`src/rtl/bsr_block_scheduler.sv`:
```
// Walks BSR row_ptr/col_idx metadata for one weight matrix and issues weight-buffer then
// activation-buffer reads for every non-zero block, with array strobes delayed by the 1-cycle buffer latency.
module bsr_block_scheduler #(
    parameter int N_ROWS  = 16,
    parameter int N_COLS  = 16,
    parameter int META_AW = 16,
    parameter int IDX_W   = 16,
    parameter int K_W     = 16
) (
    input  logic                             clk,
    input  logic                             rst_n,
    input  logic                             start,
    input  logic [IDX_W-1:0]                 num_blk_rows,
    input  logic [K_W-1:0]                   k_len,
    output logic                             busy,
    output logic                             done,
    output logic                             meta_req,
    output logic                             meta_sel,
    output logic [META_AW-1:0]               meta_addr,
    input  logic                             meta_rvalid,
    input  logic [IDX_W-1:0]                 meta_rdata,
    output logic                             wgt_rd_en,
    output logic [IDX_W+$clog2(N_ROWS)-1:0]  wgt_rd_addr,
    output logic                             act_rd_en,
    output logic [IDX_W-1:0]                 act_blk,
    output logic [K_W-1:0]                   act_k,
    output logic                             load_weight,
    output logic                             block_valid,
    output logic                             row_done,
    output logic [IDX_W-1:0]                 row_idx
);

    localparam int ROW_W = $clog2(N_ROWS);

    if (N_ROWS < 2 || N_COLS < 1) begin : g_param_check
        $error("bsr_block_scheduler: N_ROWS must be >= 2 and N_COLS >= 1");
    end

    typedef enum logic [3:0] {
        S_IDLE, S_PTR_LO, S_PTR_HI, S_COL, S_LOAD_W, S_STREAM, S_DRAIN, S_ROW_END, S_FIN
    } state_t;

    state_t               state_q, state_d;
    logic [IDX_W-1:0]     nbr_q, nbr_d;
    logic [K_W-1:0]       klen_q, klen_d;
    logic [IDX_W-1:0]     r_q, r_d;
    logic [IDX_W-1:0]     j_q, j_d;
    logic [IDX_W-1:0]     end_q, end_d;
    logic [ROW_W-1:0]     row_q, row_d;
    logic [K_W-1:0]       act_k_q, act_k_d;
    logic [IDX_W-1:0]     act_blk_q, act_blk_d;
    logic                 meta_req_q, meta_req_d;
    logic                 meta_sel_q, meta_sel_d;
    logic [META_AW-1:0]   meta_addr_q, meta_addr_d;
    logic                 wgt_rd_en_q, wgt_rd_en_d;
    logic                 act_rd_en_q, act_rd_en_d;
    logic                 load_weight_q, load_weight_d;
    logic                 block_valid_q, block_valid_d;
    logic                 row_done_q, row_done_d;
    logic [IDX_W-1:0]     row_idx_q, row_idx_d;
    logic                 busy_q, busy_d;
    logic                 done_q, done_d;

    logic [IDX_W:0]       r_inc, j_inc;
    logic                 meta_ack;

    // Metadata handshake: meta_req is a 1-cycle pulse, at most one request is outstanding,
    // and the single response is taken on meta_rvalid only in a wait state after the pulse.
    assign meta_ack = meta_rvalid && !meta_req_q;
    assign r_inc    = {1'b0, r_q} + {{IDX_W{1'b0}}, 1'b1};
    assign j_inc    = {1'b0, j_q} + {{IDX_W{1'b0}}, 1'b1};

    always_comb begin
        state_d       = state_q;
        nbr_d         = nbr_q;
        klen_d        = klen_q;
        r_d           = r_q;
        j_d           = j_q;
        end_d         = end_q;
        row_d         = row_q;
        act_k_d       = act_k_q;
        act_blk_d     = act_blk_q;
        meta_req_d    = 1'b0;
        meta_sel_d    = meta_sel_q;
        meta_addr_d   = meta_addr_q;
        wgt_rd_en_d   = 1'b0;
        act_rd_en_d   = 1'b0;
        load_weight_d = wgt_rd_en_q;
        block_valid_d = act_rd_en_q;
        row_done_d    = 1'b0;
        row_idx_d     = row_idx_q;
        busy_d        = busy_q;
        done_d        = 1'b0;
        case (state_q)
            S_IDLE: begin
                // A start landing on the done cycle belongs to the previous run and is dropped.
                if (start && !done_q) begin
                    nbr_d  = num_blk_rows;
                    klen_d = (k_len == '0) ? K_W'(1) : k_len;
                    r_d    = '0;
                    busy_d = 1'b1;
                    if (num_blk_rows == '0) begin
                        state_d = S_FIN;
                    end else begin
                        state_d     = S_PTR_LO;
                        meta_req_d  = 1'b1;
                        meta_sel_d  = 1'b0;
                        meta_addr_d = '0;
                    end
                end
            end
            S_PTR_LO: begin
                if (meta_ack) begin
                    j_d         = meta_rdata;
                    state_d     = S_PTR_HI;
                    meta_req_d  = 1'b1;
                    meta_sel_d  = 1'b0;
                    meta_addr_d = META_AW'(r_inc);
                end
            end
            S_PTR_HI: begin
                if (meta_ack) begin
                    end_d = meta_rdata;
                    if (meta_rdata <= j_q) begin
                        state_d    = S_ROW_END;
                        row_done_d = 1'b1;
                        row_idx_d  = r_q;
                    end else begin
                        state_d     = S_COL;
                        meta_req_d  = 1'b1;
                        meta_sel_d  = 1'b1;
                        meta_addr_d = META_AW'(j_q);
                    end
                end
            end
            S_COL: begin
                if (meta_ack) begin
                    act_blk_d   = meta_rdata;
                    state_d     = S_LOAD_W;
                    wgt_rd_en_d = 1'b1;
                    row_d       = '0;
                end
            end
            S_LOAD_W: begin
                if (row_q == ROW_W'(N_ROWS - 1)) begin
                    state_d     = S_STREAM;
                    act_rd_en_d = 1'b1;
                    act_k_d     = '0;
                end else begin
                    wgt_rd_en_d = 1'b1;
                    row_d       = row_q + ROW_W'(1);
                end
            end
            S_STREAM: begin
                if (act_k_q == klen_q - K_W'(1)) begin
                    state_d = S_DRAIN;
                end else begin
                    act_rd_en_d = 1'b1;
                    act_k_d     = act_k_q + K_W'(1);
                end
            end
            S_DRAIN: begin
                j_d = j_inc[IDX_W-1:0];
                if (j_inc < {1'b0, end_q}) begin
                    state_d     = S_COL;
                    meta_req_d  = 1'b1;
                    meta_sel_d  = 1'b1;
                    meta_addr_d = META_AW'(j_inc);
                end else begin
                    state_d    = S_ROW_END;
                    row_done_d = 1'b1;
                    row_idx_d  = r_q;
                end
            end
            S_ROW_END: begin
                r_d = r_inc[IDX_W-1:0];
                if (r_inc < {1'b0, nbr_q}) begin
                    state_d     = S_PTR_LO;
                    meta_req_d  = 1'b1;
                    meta_sel_d  = 1'b0;
                    meta_addr_d = META_AW'(r_inc);
                end else begin
                    state_d = S_FIN;
                end
            end
            S_FIN: begin
                state_d = S_IDLE;
                busy_d  = 1'b0;
                done_d  = 1'b1;
            end
            default: state_d = S_IDLE;
        endcase
    end

    always_ff @(posedge clk or negedge rst_n) begin
        if (!rst_n) begin
            state_q       <= S_IDLE;
            nbr_q         <= '0;
            klen_q        <= '0;
            r_q           <= '0;
            j_q           <= '0;
            end_q         <= '0;
            row_q         <= '0;
            act_k_q       <= '0;
            act_blk_q     <= '0;
            meta_req_q    <= 1'b0;
            meta_sel_q    <= 1'b0;
            meta_addr_q   <= '0;
            wgt_rd_en_q   <= 1'b0;
            act_rd_en_q   <= 1'b0;
            load_weight_q <= 1'b0;
            block_valid_q <= 1'b0;
            row_done_q    <= 1'b0;
            row_idx_q     <= '0;
            busy_q        <= 1'b0;
            done_q        <= 1'b0;
        end else begin
            state_q       <= state_d;
            nbr_q         <= nbr_d;
            klen_q        <= klen_d;
            r_q           <= r_d;
            j_q           <= j_d;
            end_q         <= end_d;
            row_q         <= row_d;
            act_k_q       <= act_k_d;
            act_blk_q     <= act_blk_d;
            meta_req_q    <= meta_req_d;
            meta_sel_q    <= meta_sel_d;
            meta_addr_q   <= meta_addr_d;
            wgt_rd_en_q   <= wgt_rd_en_d;
            act_rd_en_q   <= act_rd_en_d;
            load_weight_q <= load_weight_d;
            block_valid_q <= block_valid_d;
            row_done_q    <= row_done_d;
            row_idx_q     <= row_idx_d;
            busy_q        <= busy_d;
            done_q        <= done_d;
        end
    end

    assign busy        = busy_q;
    assign done        = done_q;
    assign meta_req    = meta_req_q;
    assign meta_sel    = meta_sel_q;
    assign meta_addr   = meta_addr_q;
    assign wgt_rd_en   = wgt_rd_en_q;
    assign wgt_rd_addr = {j_q, row_q};
    assign act_rd_en   = act_rd_en_q;
    assign act_blk     = act_blk_q;
    assign act_k       = act_k_q;
    assign load_weight = load_weight_q;
    assign block_valid = block_valid_q;
    assign row_done    = row_done_q;
    assign row_idx     = row_idx_q;

endmodule

```
`config.mk`:
```
export PLATFORM = sky130hd
export DESIGN_NAME = bsr_block_scheduler
export DESIGN_NICKNAME = d
export VERILOG_FILES = /design/src/rtl/bsr_block_scheduler.sv
export SDC_FILE = /design/constraint.sdc
export NUM_CORES = 1
export LEC_CHECK = 0
export ABC_CLOCK_PERIOD_IN_PS = 4200
export CAP_MARGIN = 15
export CORE_UTILIZATION = 49
export CTS_CLUSTER_SIZE = 16
export DETAILED_ROUTE_END_ITERATION = 6
export HOLD_SLACK_MARGIN = 0.03
export PLACE_DENSITY = 0.77
export SKIP_LAST_GASP = 1
export SYNTH_ARGS = -nofsm -noshare
export SYNTH_HDL_FRONTEND = slang
export SYNTH_SLANG_ARGS = --single-unit
```
`constraint.sdc`:
```
create_clock -name clk -period 4.2 [get_ports clk]
set_clock_uncertainty 0.2 [all_clocks]
set_input_delay 0.84 -clock clk [delete_from_list [all_inputs] [get_ports clk]]
set_output_delay 0.84 -clock clk [all_outputs]
set_load 0.02 [all_outputs]
```
-- Word level (Yosys, flattened, before mapping)
Index checks and enable logic that the tools add are counted.
- input port bits: 52
- output and inout bits: 93
- register bits after elaboration: 161
- logic and storage cells: 139
- magnitude comparators: 3
- add/subtract/negate cells: 5
- equality and inequality tests: 24
- reduce and logical (&&, ||, !) cells: 25
- muxes and demuxes: 62
- operators by type and width (kind ; number):
    two-way mux 16 bit ; 15
    one-hot mux 16 bit (2 select lines) ; 4
    one-hot mux 16 bit (5 select lines) ; 1
    two-way mux 4 bit ; 10
    adder 16 x 1 -> 17 bit, second input constant ; 2
    < comparator 17 x 16 -> 1 bit ; 2
    zero test 16 bit ; 2
    one-hot mux 4 bit (8 select lines) ; 1
    != test 2 bit, second input constant ; 14
    two-way mux 1 bit ; 22
    adder 16 x 1 -> 16 bit, second input constant ; 1
    == test 16 bit ; 1
    == test 4 x 3 -> 1 bit, second input constant ; 4
    <= comparator 16 bit ; 1
    subtractor 16 x 1 -> 16 bit, second input constant ; 1
    AND reduction 2 bit ; 6
    nonzero test 2 bit ; 6
    one-hot mux 1 bit (5 select lines) ; 2
    == test 4 x 2 -> 1 bit, second input constant ; 2
    == test 4 bit, second input constant ; 2
    one-hot mux 1 bit (2 select lines) ; 4
    one-hot mux 4 bit (2 select lines) ; 1
    AND reduction 8 bit ; 1
    two-way mux 3 bit ; 2
    other kinds (9) ; 12

-- Logic depth before layout (Yosys ltp)
- depth after elaboration: 4
- gate-level depth with buffers: 18
- depth with buffers taken out: 15

-- Worst setup path before layout
OpenSTA, ideal clock, no wires.
- path type: register to register
- start point: reg j_q[0]
- end point: reg row_idx_q[10], in the netlist row_idx[10]
- path slack: -0.100 ns
- clock period less this slack: 4.300 ns
- setup time: 0.125 ns
- stages on the path, launching flop included: 18
- path buffers: 2
- arrival time: 3.976 ns
- required time: 3.875 ns
- path through: dfrtp_1 ha_1 nand3_1 nor4_2 and3_1 buf_2 nand3_1 nor2_1 xnor2_1 inv_1 ha_1 a21oi_1 o21ai_0 a21oi_1 nor2_1 a311oi_2 buf_2 mux2_2
- cells in the longest elaborated chain, start to end: 4
- elaborated cells between the ends (all ways): 6
- classes of those cells: add/sub: 1; order compare: 2; eq/ne: 2; reduce/logical: 1
- ends and longest elaborated chain (element ; RTL line ; text):
    from (decl) ; 47 ; logic [IDX_W-1:0] j_q, j_d;
    from (signal assigned) ; 222 ; j_q <= j_d;
    adder 16 x 1 -> 17 bit ; 71 ; assign j_inc = {1'b0, j_q} + {{IDX_W{1'b0}}, 1'b1};
    < comparator 17 x 16 -> 1 bit ; 164 ; if (j_inc < {1'b0, end_q}) begin
    != test 2 bit (no line) ; n/a ;
    AND reduction 4 bit (no line) (*) ; n/a ;
    to (signal assigned) ; 235 ; row_idx_q <= row_idx_d;
    to (decl) ; 60 ; logic [IDX_W-1:0] row_idx_q, row_idx_d;
Mark *: on every way between the ends. The rest lies on a longest branch, timed or not.
A chain may end at the register's enable or synchronous reset.

-- Final worst setup path
- start point: reg j_q[0]
- end point: reg row_idx_q[13], in the netlist row_idx[13]
Same word-level chain as after synthesis.

==> metrics.cfg <==
[logic_synthesis]
synth_mux_area_share_pct = 6.05
synth-xor-area-share_pct = 5.74
synth-edff-count = 0
synth_top_area_share_pct = 43.3
synth_top_family_by_area = simple AND/OR/NAND/NOR gates
synthAdderAreaFrac_pct = 6.86
synthFlopType = dfrtp_1
ys_ff_latch = 161
yosysWarnings = 0
ys_types = 73
synth_common_cells = nand2_1 (166), dfrtp_1 (161), o21ai_0 (77), inv_1 (76), ha_1 (51)
synth_area_um2 = 9300
ys_seq_area_share_pct = 43.3
synth_area_leaders = dfrtp_1 (43%), ha_1 (6.9%), nand2_1 (6.7%)
synth-simple-area-share_pct = 19.1
synthesis.nets = 1108
synth_async_sr_flop_share_pct = 100
avgSynthCellArea_um2 = 9.26
synth_top_area_cell = dfrtp_1
syn_inst = 1005
synth_compound_area_share_pct = 13.9
yosysMostFrequentCell = nand2_1

[sta]
slew_headroom_pct = 38.9
tightestPinTransition_ns = 0.916
fmax_ghz = 0.246
finalHoldViolations = 0
post-route-min-period_ns = 4.06
tns_ns = 0
slew_violations = 0
period_share_pct = 96.7
setup_viol = 0

[power_and_ir_drop]
power.leakage_uw = 0.00543
powerDensity_nw_per_um2 = 684
peakVddDrop_mv = 0.489

[critical_path]
crit_path_end_kind = flip-flop
crit_arrival_ns = 4.18
path_class = reg -> reg
required_ns = 4.32
crit_fanout = 9
startpoint_type = flip-flop

[clock_network]
clock_latency_ns = 0.44
htreeDepth = 4
clk_pin_slew_worst_paths_ns = 0.06
clockBufferDepth = 2
root_buffer = clkbuf_16
cts.sink_count = 161
numCtsBuffers = 17
holdBufCountCts = 0
cts_tree = built

[flow_run]
maxCapViolations = 0

[grt]
grt_overflow = 0
antenna_found_initial = 0
grt_first_pass_wirelength_mm = 42.0
grt_max_degree = 88
grtUsageTotal_pct = 27.4
grt_pass1_vias = 8066

[drt]
drt_iter0_drc = 657
drt-pass1-iter-count = 6
drc_errors = 0
routed_wl_mm = 26.2
vias = 8243
vias_per_cell = 5.87
postRouteAntennaNets = 0
wire_per_inst_um = 18.7

[placed_design]
gp_congestion = 0.975
dp.cells = 1365
hpwl_mm = 18.7
io_buffers = 144
placed_area_um2 = 11100

[layout]
antenna_cells_inserted = 0
drive_gt1_share_pct = 12.3
layout.nets = 1260
syn_to_final_growth_pct = 26.7
fillers = 1539
instances_no_fill = 1404
stdcell_area_um2 = 11800

[die]
coreArea_um2 = 18600
dieArea_um2 = 19500
io_pins = 145
die_w_um = 140
die_y_um = 140
row_count = 50
start_util_pct = 49.9

[status]
outcome = finished clean

[worst_hold_path]
hp-class = reg -> reg

-- worst max-delay path: stages, from the launching register on --
cell and delay [ns]:
dfrtp_2 0.44, ha_4 0.19, nand3_2 0.14, nor4_4 0.28, and3_4 0.25, nand3_1 0.14
nor2_2 0.19, xnor2_2 0.15, inv_1 0.07, ha_1 0.30, a21oi_1 0.23, o21ai_0 0.12
a21oi_1 0.22, nor2_1 0.13, a311oi_4 0.20, buf_4 0.20, buf_12 0.14, mux2_2 0.33
-- sequential cells by signal (all words and copies together), names as in the netlist, 4 cells and up --
register / flops
nbr_q: 16
state_q: 4
act_blk: 16
row_q: 4
row_idx: 16
j_q: 16
r_q: 16
meta_addr: 16
end_q: 16
act_k: 16
klen_q: 16
-- worst paths after layout --
kind                                 from          end  slack (ns)  depth (start not counted)
worst max-delay path               j_q[0]  row_idx[13]        0.14                         17
worst min-delay path            wgt_rd_en  load_weight        0.17                          0
worst max register to register     j_q[0]  row_idx[13]        0.14                         17
worst min register to register  wgt_rd_en  load_weight        0.17                          0
max in group asynchronous           rst_n   act_blk[8]        2.64                          2
min in group asynchronous           rst_n     row_done        0.27                          1
-- cell families after synthesis --
kind of cell / after synthesis
AND/OR/NAND/NOR: 366
multiplexers: 50
AO/OA/AOI/OAI: 197
buffers and inverters: 119
adder cells (fa/ha/maj): 51
XOR/XNOR: 61
flip-flops: 161
-- power breakdown --
| part | internal (µW) | total, µW | switching (µW) | leakage, µW |
|---|---|---|---|---|
| Combinational | 1770 | 3920 | 2160 | 0.00307 |
| Clock | 815 | 1460 | 641 | 0.000265 |
| Sequential | 2110 | 2690 | 573 | 0.00209 |
-- cells in the final DEF, fill, tap and decap left out, types with 13 or more instances in the layout --
master,netlist,layout
dfrtp_1,161,159
xor2_1,20,19
o21ai_0,77,77
nand4_1,13,13
mux2_2,44,44
and3_1,21,18
ha_1,51,49
buf_4,0,27
xnor2_1,41,40
nand2_1,166,166
nor2_1,46,45
inv_1,76,76
clkbuf_16,0,18
nand3_1,45,42
clkdlybuf4s50_1,0,143
a21oi_1,30,30
-- per-stage QoR --
step                      power (µW)  worst slack [ns]  util, %  hold WS, ns
after global routing            8580           -0.0239     63.2        0.190
final                           8060             0.139     63.2        0.171
after floorplan                 5020            0.0429        -        0.246
after CTS                       7910           0.00915     62.4        0.174
after detailed placement        6410           -0.0586     59.4        0.166
after global placement          6310           0.00989     59.4        0.162
-- cell type report --
class                   count  area (µm²)  share of cell area, %
multi-input cells         726        4920                   41.7
flip-flops and latches    161        4030                   34.2
clock buffers              23         488                   4.14
well taps                 234         293                   2.48
inverters                  77         289                   2.45
clock inverters             9        56.3                  0.478
repair buffers            174        1710                   14.5
-- routing by layer --
layer | GRT usage [%] | vias up | routed length (µm)
met5 | 0 | - | 0
met4 | 9.66 | 0 | 673
met3 | 5.82 | 58 | 2000
met2 | 44.6 | 366 | 12300
met1 | 36.2 | 3976 | 11300
li1 | - | 3843 | -
-- what timing repair did --
| item | 4_1_cts | 5_1_grt |
|---|---|---|
| cloned | 0 | 2 |
| hold endpoints to repair | 0 | 0 |
| endpoints found under the setup margin | 30 | 34 |
| pin swaps | 1 | 2 |
| gates resized for setup | 2 | 17 |
| buffers inserted | 0 | 5 |
Note: power is estimated with default switching activity, not from simulation.
